[src/rtl/hamming_pkg.sv]
// Shared definitions for the time-shared Hamming weight scheduler.
//   ham_state_e : scheduler FSM states
//   HAM_BYTE_W  : width of the shared combinational byte unit
//   popcount8   : number of set bits in one byte (0..8)
package hamming_pkg;

    typedef enum logic [1:0] {
        IDLE = 2'd0,
        BUSY = 2'd1,
        DONE = 2'd2
    } ham_state_e;

    localparam int HAM_BYTE_W = 8;

    function automatic logic [3:0] popcount8(input logic [7:0] b);
        logic [3:0] cnt;
        cnt = '0;
        for (int unsigned i = 0; i < 8; i++) begin
            cnt = cnt + 4'(b[i]);
        end
        return cnt;
    endfunction

endpackage

[src/rtl/hamming_byte_unit.sv]
// Combinational byte Hamming unit: the single resource shared by all requesters.
//   data_in : byte to evaluate
//   weight  : number of 1 bits in data_in (0..8)
//   parity  : XOR of all bits of data_in
module hamming_byte_unit
    import hamming_pkg::*;
(
    input  logic [HAM_BYTE_W-1:0] data_in,
    output logic [3:0]            weight,
    output logic                  parity
);

    always_comb begin
        weight = popcount8(data_in);
        parity = ^data_in;
    end

endmodule

[src/rtl/hamming_rr_sched.sv]
// Round-robin scheduler that streams each granted operand through one shared
// byte Hamming unit, one byte per cycle, and returns {id, weight, parity}.
//   clk, rst_n  : clock (rising edge), asynchronous active-low reset
//   req_valid   : per-requester request valid
//   req_data    : operands, requester i at [i*WIDTH +: WIDTH]
//   req_ready   : one-hot grant, only ever set in IDLE
//   rsp_valid   : result valid (DONE state)
//   rsp_ready   : consumer accepts result
//   rsp_id      : index of the served requester
//   rsp_weight  : population count of the operand
//   rsp_parity  : XOR of all operand bits
module hamming_rr_sched
    import hamming_pkg::*;
#(
    parameter int NREQ  = 4,
    parameter int WIDTH = 32
) (
    input  logic                       clk,
    input  logic                       rst_n,
    input  logic [NREQ-1:0]            req_valid,
    input  logic [NREQ*WIDTH-1:0]      req_data,
    output logic [NREQ-1:0]            req_ready,
    output logic                       rsp_valid,
    input  logic                       rsp_ready,
    output logic [$clog2(NREQ)-1:0]    rsp_id,
    output logic [$clog2(WIDTH+1)-1:0] rsp_weight,
    output logic                       rsp_parity
);

    localparam int IDW    = $clog2(NREQ);
    localparam int AW     = $clog2(WIDTH + 1);
    localparam int NBYTES = WIDTH / HAM_BYTE_W;
    localparam int CNTW   = (NBYTES > 1) ? $clog2(NBYTES) : 1;

    ham_state_e       state_q, state_d;
    logic [IDW-1:0]   rr_ptr;
    logic [WIDTH-1:0] shift_q;
    logic [CNTW-1:0]  cnt_q;
    logic [AW-1:0]    acc_q;
    logic             par_q;
    logic [IDW-1:0]   id_q;

    logic             grant_vld;
    logic [IDW-1:0]   grant_idx;
    logic [WIDTH-1:0] grant_data;
    logic [3:0]       byte_weight;
    logic             byte_parity;
    logic [AW-1:0]    acc_sum;
    logic             last_byte;

    // Rotating-priority find-first: scan rr_ptr, rr_ptr+1, ... modulo NREQ.
    always_comb begin
        int unsigned idx;
        grant_vld  = 1'b0;
        grant_idx  = '0;
        grant_data = '0;
        idx        = 0;
        for (int unsigned k = 0; k < NREQ; k++) begin
            idx = (32'(rr_ptr) + k) % 32'(NREQ);
            if (!grant_vld && req_valid[idx]) begin
                grant_vld  = 1'b1;
                grant_idx  = IDW'(idx);
                grant_data = req_data[idx*WIDTH +: WIDTH];
            end
        end
    end

    hamming_byte_unit u_byte (
        .data_in (shift_q[HAM_BYTE_W-1:0]),
        .weight  (byte_weight),
        .parity  (byte_parity)
    );

    assign acc_sum   = acc_q + AW'(byte_weight);
    assign last_byte = (cnt_q == CNTW'(NBYTES - 1));
    assign rsp_valid = (state_q == DONE);
    assign req_ready = (state_q == IDLE && grant_vld) ? (NREQ'(1) << grant_idx) : '0;

    always_comb begin
        state_d = state_q;
        case (state_q)
            IDLE:    if (grant_vld) state_d = BUSY;
            BUSY:    if (last_byte) state_d = DONE;
            DONE:    if (rsp_ready) state_d = IDLE;
            default: state_d = IDLE;
        endcase
    end

    always_ff @(posedge clk or negedge rst_n) begin
        if (!rst_n) state_q <= IDLE;
        else        state_q <= state_d;
    end

    always_ff @(posedge clk or negedge rst_n) begin
        if (!rst_n) begin
            rr_ptr     <= '0;
            shift_q    <= '0;
            cnt_q      <= '0;
            acc_q      <= '0;
            par_q      <= 1'b0;
            id_q       <= '0;
            rsp_id     <= '0;
            rsp_weight <= '0;
            rsp_parity <= 1'b0;
        end else begin
            case (state_q)
                IDLE: begin
                    if (grant_vld) begin
                        shift_q <= grant_data;
                        id_q    <= grant_idx;
                        acc_q   <= '0;
                        par_q   <= 1'b0;
                        cnt_q   <= '0;
                        rr_ptr  <= (grant_idx == IDW'(NREQ - 1)) ? '0 : grant_idx + IDW'(1);
                    end
                end
                BUSY: begin
                    shift_q <= shift_q >> HAM_BYTE_W;
                    acc_q   <= acc_sum;
                    par_q   <= par_q ^ byte_parity;
                    cnt_q   <= cnt_q + CNTW'(1);
                    // Result registers take the sum including the final byte,
                    // so they are already correct on the first DONE cycle.
                    if (last_byte) begin
                        rsp_id     <= id_q;
                        rsp_weight <= acc_sum;
                        rsp_parity <= par_q ^ byte_parity;
                    end
                end
                default: ;
            endcase
        end
    end

endmodule

[config.mk]
export PLATFORM = sky130hd
export DESIGN_NAME = hamming_rr_sched
export DESIGN_NICKNAME = d
export VERILOG_FILES = /design/src/rtl/hamming_pkg.sv /design/src/rtl/hamming_byte_unit.sv /design/src/rtl/hamming_rr_sched.sv
export SDC_FILE = /design/constraint.sdc
export NUM_CORES = 1
export LEC_CHECK = 0
export ABC_CLOCK_PERIOD_IN_PS = 4900
export CAP_MARGIN = 25
export CORE_MARGIN = 8
export CORE_UTILIZATION = 53
export DETAILED_ROUTE_END_ITERATION = 16
export MAX_ROUTING_LAYER = met4
export PLACE_DENSITY = 0.8
export SLEW_MARGIN = 20
export SYNTH_ARGS = -nofsm -noshare
export SYNTH_HDL_FRONTEND = slang
export SYNTH_HIERARCHICAL = 1
export SYNTH_SLANG_ARGS = --single-unit
[constraint.sdc]
create_clock -name clk -period 4.9 [get_ports clk]
set_input_delay 0.98 -clock clk [delete_from_list [all_inputs] [get_ports clk]]
set_output_delay 0.98 -clock clk [all_outputs]
set_load 0.02 [all_outputs]
### Yosys cells after proc, flatten, opt, wreduce, memory -nomap -nowiden

Cells that the tools add are included.

* register bits: 56
* bits of input ports: 135
* output and inout port bits: 14
* word-level logic and storage cells: 88

* add/subtract/negate cells: 13
* order comparisons: 4
* equality and inequality tests: 7
* shift-type cells: 5
* mux-type cells: 34
* bitwise gates (word level): 1
* reductions and logical operators: 14

Operators by type and width (count)
* $shiftx 128x8->32: 4
* $mux 32: 5
* $pmux 32 s2: 1
* $add 4x1->4: 6
* $mux 2: 9
* $lt 2x3->1 const B: 4
* $pmux 6 s2: 1
* $mux 1: 9
* $bmux 1 s2: 4
* $reduce_xor 8->1: 1
* $add 2x1->2 const B: 3
* $add 6x4->6: 1
* $eq 2x2->1 const B: 3
* $mux 6: 1
* $pmux 2 s3: 1
* $reduce_and 2->1: 3
* $add 2x2->2 const B: 2
* $logic_and 1x1->1: 4
* $mux 4: 1
* $ne 2x2->1 const B: 2
* $pmux 2 s2: 1
* $shl 1x2->4 const A: 1
* $logic_not 1->1: 3
* $reduce_and 3->1: 1
* 7 further kinds: 7

### Longest topological paths before layout

* word-level depth: 14
* depth in mapped cells: 15
* gate-level depth less buffers: 15

### By module

The synthesis kept the hierarchy.

Modules (own cells, without submodules)
* hamming_rr_sched: times used 1, cells an instance 807, area each 6663.9 um2, seq. area each 1401.3 um2
* hamming_byte_unit: times used 1, cells an instance 29, area each 265.3 um2, seq. area each 0.0 um2

### Worst setup path after synthesis

OpenSTA, ideal clock, no wires.

* path type: reg-to-reg
* start: reg shift_q[0]
* end: reg rsp_weight[4]
* setup time: 132 ps
* arrival: 3561 ps
* required time: 4768 ps
* path slack: 1207 ps
* cell stages (with the launch flop): 15
* buffers on the path: 0
* period minus slack after synthesis: 3693 ps
* path through: dfrtp_1 > inv_1 > fa_1 > fa_1 > fa_1 > inv_1 > ha_1 > inv_1 > fa_1 > inv_1 > fa_1 > a21o_1 > a21oi_1 > xor2_1 > o21ai_0

* word-level cells in the longest chain between the ends: 8

Ends and longest elaborated chain
* start: declaration: RTL line hamming_rr_sched.sv:37 `logic [WIDTH-1:0] shift_q;`
* start signal: assignment: RTL line hamming_rr_sched.sv:109 `shift_q <= grant_data;`
* start signal: assignment: RTL line hamming_rr_sched.sv:118 `shift_q <= shift_q >> HAM_BYTE_W;`
* $add 1x1->2: RTL line hamming_pkg.sv:19 `cnt = cnt + 4'(b[i]);`
* $add 4x1->4 (6 in a row): RTL line hamming_pkg.sv:19
* net byte_weight[1]: RTL line hamming_rr_sched.sv:46 `logic [3:0] byte_weight;`
* $add 6x4->6: RTL line hamming_rr_sched.sv:74 `assign acc_sum = acc_q + AW'(byte_weight);`
* end signal: assignment: RTL line hamming_rr_sched.sv:126 `rsp_weight <= acc_sum;`
* end: declaration: RTL line hamming_rr_sched.sv:26 `output logic [$clog2(WIDTH+1)-1:0] rsp_weight,`

The timed path passes the listed nets, and every way through them passes these cells.
A chain may end at the register's enable or synchronous reset.

### Worst setup path in the final report

* start: in req_valid[1]
* end: out req_ready[2]

* word-level cells in the longest chain between the ends: 14
* elaborated cells on any way between the ends: 25
* those cells by class: shift (1); mux (17); reduce/logical (7)

Ends and longest elaborated chain
* start: declaration: RTL line hamming_rr_sched.sv:20 `input logic [NREQ-1:0] req_valid,`
* $bmux 1 s2: RTL line hamming_rr_sched.sv:60 `if (!grant_vld && req_valid[idx]) begin`
* $mux 1 (implied by the code): RTL line hamming_rr_sched.sv:60
* $mux 1: RTL line hamming_rr_sched.sv:60
* $logic_not 1->1: RTL line hamming_rr_sched.sv:60
* $logic_and 1x1->1: RTL line hamming_rr_sched.sv:60
* $mux 1: RTL line hamming_rr_sched.sv:60
* $logic_not 1->1: RTL line hamming_rr_sched.sv:60
* $logic_and 1x1->1: RTL line hamming_rr_sched.sv:60
* $mux 1: RTL line hamming_rr_sched.sv:60
* $logic_not 1->1: RTL line hamming_rr_sched.sv:60
* $logic_and 1x1->1: RTL line hamming_rr_sched.sv:60
* $mux 2 *: RTL line hamming_rr_sched.sv:60
* net grant_idx[0]: RTL line hamming_rr_sched.sv:44 `logic [IDW-1:0] grant_idx;`
* $shl 1x2->4 *: RTL line hamming_rr_sched.sv:77 `assign req_ready = (state_q == IDLE && grant_vld) ? (NREQ'(1) << grant_idx) : '0;`
* $mux 4 *: RTL line hamming_rr_sched.sv:77
* end: declaration: RTL line hamming_rr_sched.sv:22 `output logic [NREQ-1:0] req_ready,`

Mark *: on every way through the listed nets, which the timed path passes. The rest lies on a longest branch. The select of a mux whose other input is x is not followed.

==> flow_metrics.py <==
metrics = {
    "run_status": {
        "status": "finished, final reports clean",
    },
    "sta": {
        "fin_skew_ns": 0.00890,
        "slew_violations": 0,
        "worstMarginPinSlew_ns": 1.03,
        "whs_ns": 0.485,
        "setup_violations": 0,
        "fin_crit_ns": 4.32,
        "relSlewSlack_pct": 31.4,
        "hold_viol": 0,
        "rsz0062_at_grt": "no",
        "max_clock_freq_mhz": 232,
        "setup_ws_ns": 0.582,
        "tns_ns": 0,
        "fin_crit_sh_pct": 88.1,
    },
    "pwr": {
        "p_leak_nw": 3.28,
        "p_per_area_nw_per_um2": 677,
        "vdd_drop_max_mv": 0.410,
    },
    "floorplan": {
        "std_cell_rows": 41,
        "start_util_pct": 54.7,
        "fp.dieArea_um2": 17000,
        "die_y_um": 130,
        "design.core.area_um2": 12700,
        "pin_count": 149,
        "fp.dieW_um": 130,
    },
    "critical_path": {
        "worst_r2r_path_depth": 14,
        "slowest_delay_ns": 0.53,
        "path_delay_family": "buffers and inverters",
        "critical_path.slowest_cell": "clkdlybuf4s50_1",
        "path_class": "in -> out",
        "endpoint_kind": "output pin",
        "cp.required_ns": 3.92,
        "cp_num_buf_inv": 4,
        "r2r_end": "rsp_weight[4]",
        "start_kind": "primary input",
        "cp.depth": 9,
        "endpoint": "req_ready[2]",
        "reg2reg_from": "shift_q[0]",
        "arrival_ns": 3.34,
        "crit_chain": "clkdlybuf4s50_1, buf_4, o21ai_0, a222oi_1, and2_1, inv_1, ha_1, and2_1, clkdlybuf4s50_1",
        "rrSetupSlack_ns": 1.01,
        "startpoint": "req_valid[1]",
        "path_max_fanout": 18,
    },
    "route": {
        "drc_errors": 0,
        "drt-total-wl_mm": 20.9,
        "ant_nets": 0,
        "num_vias": 7151,
        "drt-initial-drc-count": 659,
        "first_pass_iters": 5,
        "via_per_inst": 6.51,
        "wl_per_cell_um": 19.1,
    },
    "synthesis": {
        "synth_warnings": 6,
        "synth_top_family_by_area": "compound AO/OA/AOI/OAI gates",
        "ys_seq_elements": 56,
        "yosysSeqAreaShare_pct": 20.2,
        "synth.avg_cell_area_um2": 8.29,
        "syn_nets": 989,
        "synth_area_leaders": "dfrtp_1 20%, mux2_2 9.6%, mux2i_1 6.5%",
        "synth_ff_type": "dfrtp_1",
        "synthSimpleGateAreaFrac_pct": 16.4,
        "syn_area_um2": 6930,
        "yosys.area_share.adder_pct": 3.79,
        "synth_compound_area_share_pct": 28.1,
        "synth_cells": 836,
        "synthDistinctLibCells": 69,
        "synthMuxAreaShare_pct": 22.9,
        "ys_async_sr_fraction_pct": 100,
        "synth_top_area_cell": "dfrtp_1",
        "yosysTopAreaCellShare_pct": 20.2,
        "synth_edf_count": 0,
        "synth_xor_area_share_pct": 1.66,
    },
    "grt": {
        "overflow": 0,
        "grt_pass1_wl_mm": 33.6,
        "grt_usage_pct": 24.8,
        "antenna_found_initial": 0,
        "grt_pass1_vias": 6869,
        "grt_max_degree": 91,
    },
    "placement": {
        "pre_cts_ws_ns": 0.614,
        "gp_congestion": 0.898,
        "io_buffers": 148,
        "dp_hpwl_mm": 14.4,
    },
    "clock_tree": {
        "ctsResizeCount": 0,
        "cts_root_buf": "clkbuf_16",
        "cts_hold_buffers": 0,
        "cts_sinks": 56,
        "cts_tree": "built",
        "cts_buffers": 5,
        "cts_htree_levels": 2,
        "clkLatencyLatePin_ns": 0.30,
        "cts.reportedPaths.clkPinSlew_ns": 0.08,
        "clockBufferDepth": 2,
        "post_cts_buffers": 0,
    },
    "layout": {
        "final_core_util_pct": 67.6,
        "diodes": 0,
        "nFillCells": 1093,
        "final_nets": 1078,
        "drive_gt1_share_pct": 11.6,
        "area_delta_synth_final_pct": 23.5,
    },
    "run": {
        "maxCapViolCount": 0,
    },
    "hold_path": {
        "hp-class": "reg -> reg",
    },
}
-- cells by family after synthesis --
logic type,Yosys count
AOI/OAI and AO/OA,284
buffers and inverters,105
muxes,137
adders and majority gates,18
and+or+nand+nor,226
DFF,56
xor gates and xnor gates,10
-- metrics by stage --
step           power (mW)  instance area [µm²]  cells
2_1_floorplan        4.41                 6930    836
5_1_grt              6.32                 8560   1098
6_report             5.80                 8560   1098
4_1_cts              5.74                 8520   1096
3_5_place_dp         5.35                 8370   1088
3_3_place_gp         5.22                 8350   1087
-- layout make-up --
cell class	instances	area, µm²	share of cell area (%)
clock buffer	5	125	1.46
sequential	56	1410	16.5
tap	172	215	2.51
multi-input combinational	675	5050	59.0
clock inverter	3	25.0	0.292
timing repair buffer	168	1670	19.5
inverter	19	71.3	0.833
-- flip-flops by register name, indices dropped and copies added, names as in the netlist --
| register | flops |
|---|---|
| acc_q | 6 |
| cnt_q | 2 |
| id_q | 2 |
| par_q | 1 |
| rr_ptr | 2 |
| rsp_id | 2 |
| rsp_parity | 1 |
| rsp_weight | 6 |
| shift_q | 32 |
| state_q | 2 |
-- placed cells by master, fill, tap and decap left out, drive strengths merged, types with 5 or more instances in the layout --
cell	count
o311ai	25
nor3b	5
nand3	8
a21oi	37
mux2	83
clkbuf	5
a221o	24
a211oi	26
mux4	9
nor2	30
buf	21
o22ai	5
ha	13
nand2	94
a22oi	24
dfrtp	56
nand4	26
xnor2	6
fa	5
and2	5
o21ai	78
inv	21
nor2b	32
clkdlybuf4s50	147
a31oi	27
mux2i	45
-- worst reg2reg max path, stage by stage, from the launching register on --
cell and delay, ns:
dfrtp_1 0.37, inv_1 0.07, fa_1 0.55, fa_1 0.42, fa_1 0.44, inv_1 0.07
ha_1 0.15, inv_1 0.05, fa_1 0.47, inv_1 0.06, fa_1 0.42, a21o_1 0.18
a21oi_1 0.17, xor2_1 0.21, o21ai_0 0.11
-- where the power goes --
part	total [mW]	switching (mW)	internal, mW	leakage, nW
combinational	4.40	2.35	2.05	2.53
sequential	1.03	0.310	0.715	0.686
clock	0.379	0.185	0.194	0.0708
-- how the worst min path moves through the flow --
stage	start	to	slack, ns	cells past startpoint
after floorplan	id_q[0]	id_q[0]	0.44	2
after global placement	id_q[0]	id_q[0]	0.46	2
after detailed placement	rsp_weight[4]	rsp_weight[4]	0.47	2
after CTS	rsp_weight[4]	rsp_weight[4]	0.49	2
after global routing	rsp_weight[5]	rsp_weight[5]	0.51	2
final	rsp_weight[4]	rsp_weight[4]	0.48	2
-- cells in the mapped netlist, drive strengths merged, types with 3 or more instances --
cell type / count
or2: 3
and3b: 3
nor2b: 32
nor3: 4
a221o: 24
a32oi: 3
mux2i: 45
fa: 5
o21bai: 3
a21oi: 37
o311ai: 25
nand2: 94
mux2: 83
nor3b: 5
o21ai: 78
a22oi: 24
o221ai: 4
o22ai: 5
a31oi: 27
nand4: 26
and2: 5
buf: 42
a211oi: 26
xnor2: 6
ha: 13
mux4: 9
nor2: 30
o211ai: 4
clkbuf: 44
inv: 19
nand3: 8
nor4bb: 4
a22o: 4
dfrtp: 56
o21a: 3
-- routing by layer --
layer / track usage, % / vias to the layer above / routed length, µm
met5: - / - / 0
met4: 7.77 / 0 / 448
met3: 2.57 / 36 / 1260
met2: 41.1 / 301 / 10200
met1: 31.3 / 3434 / 9040
li1: - / 3380 / -
No activity file was read; power rests on OpenSTA's default activity.
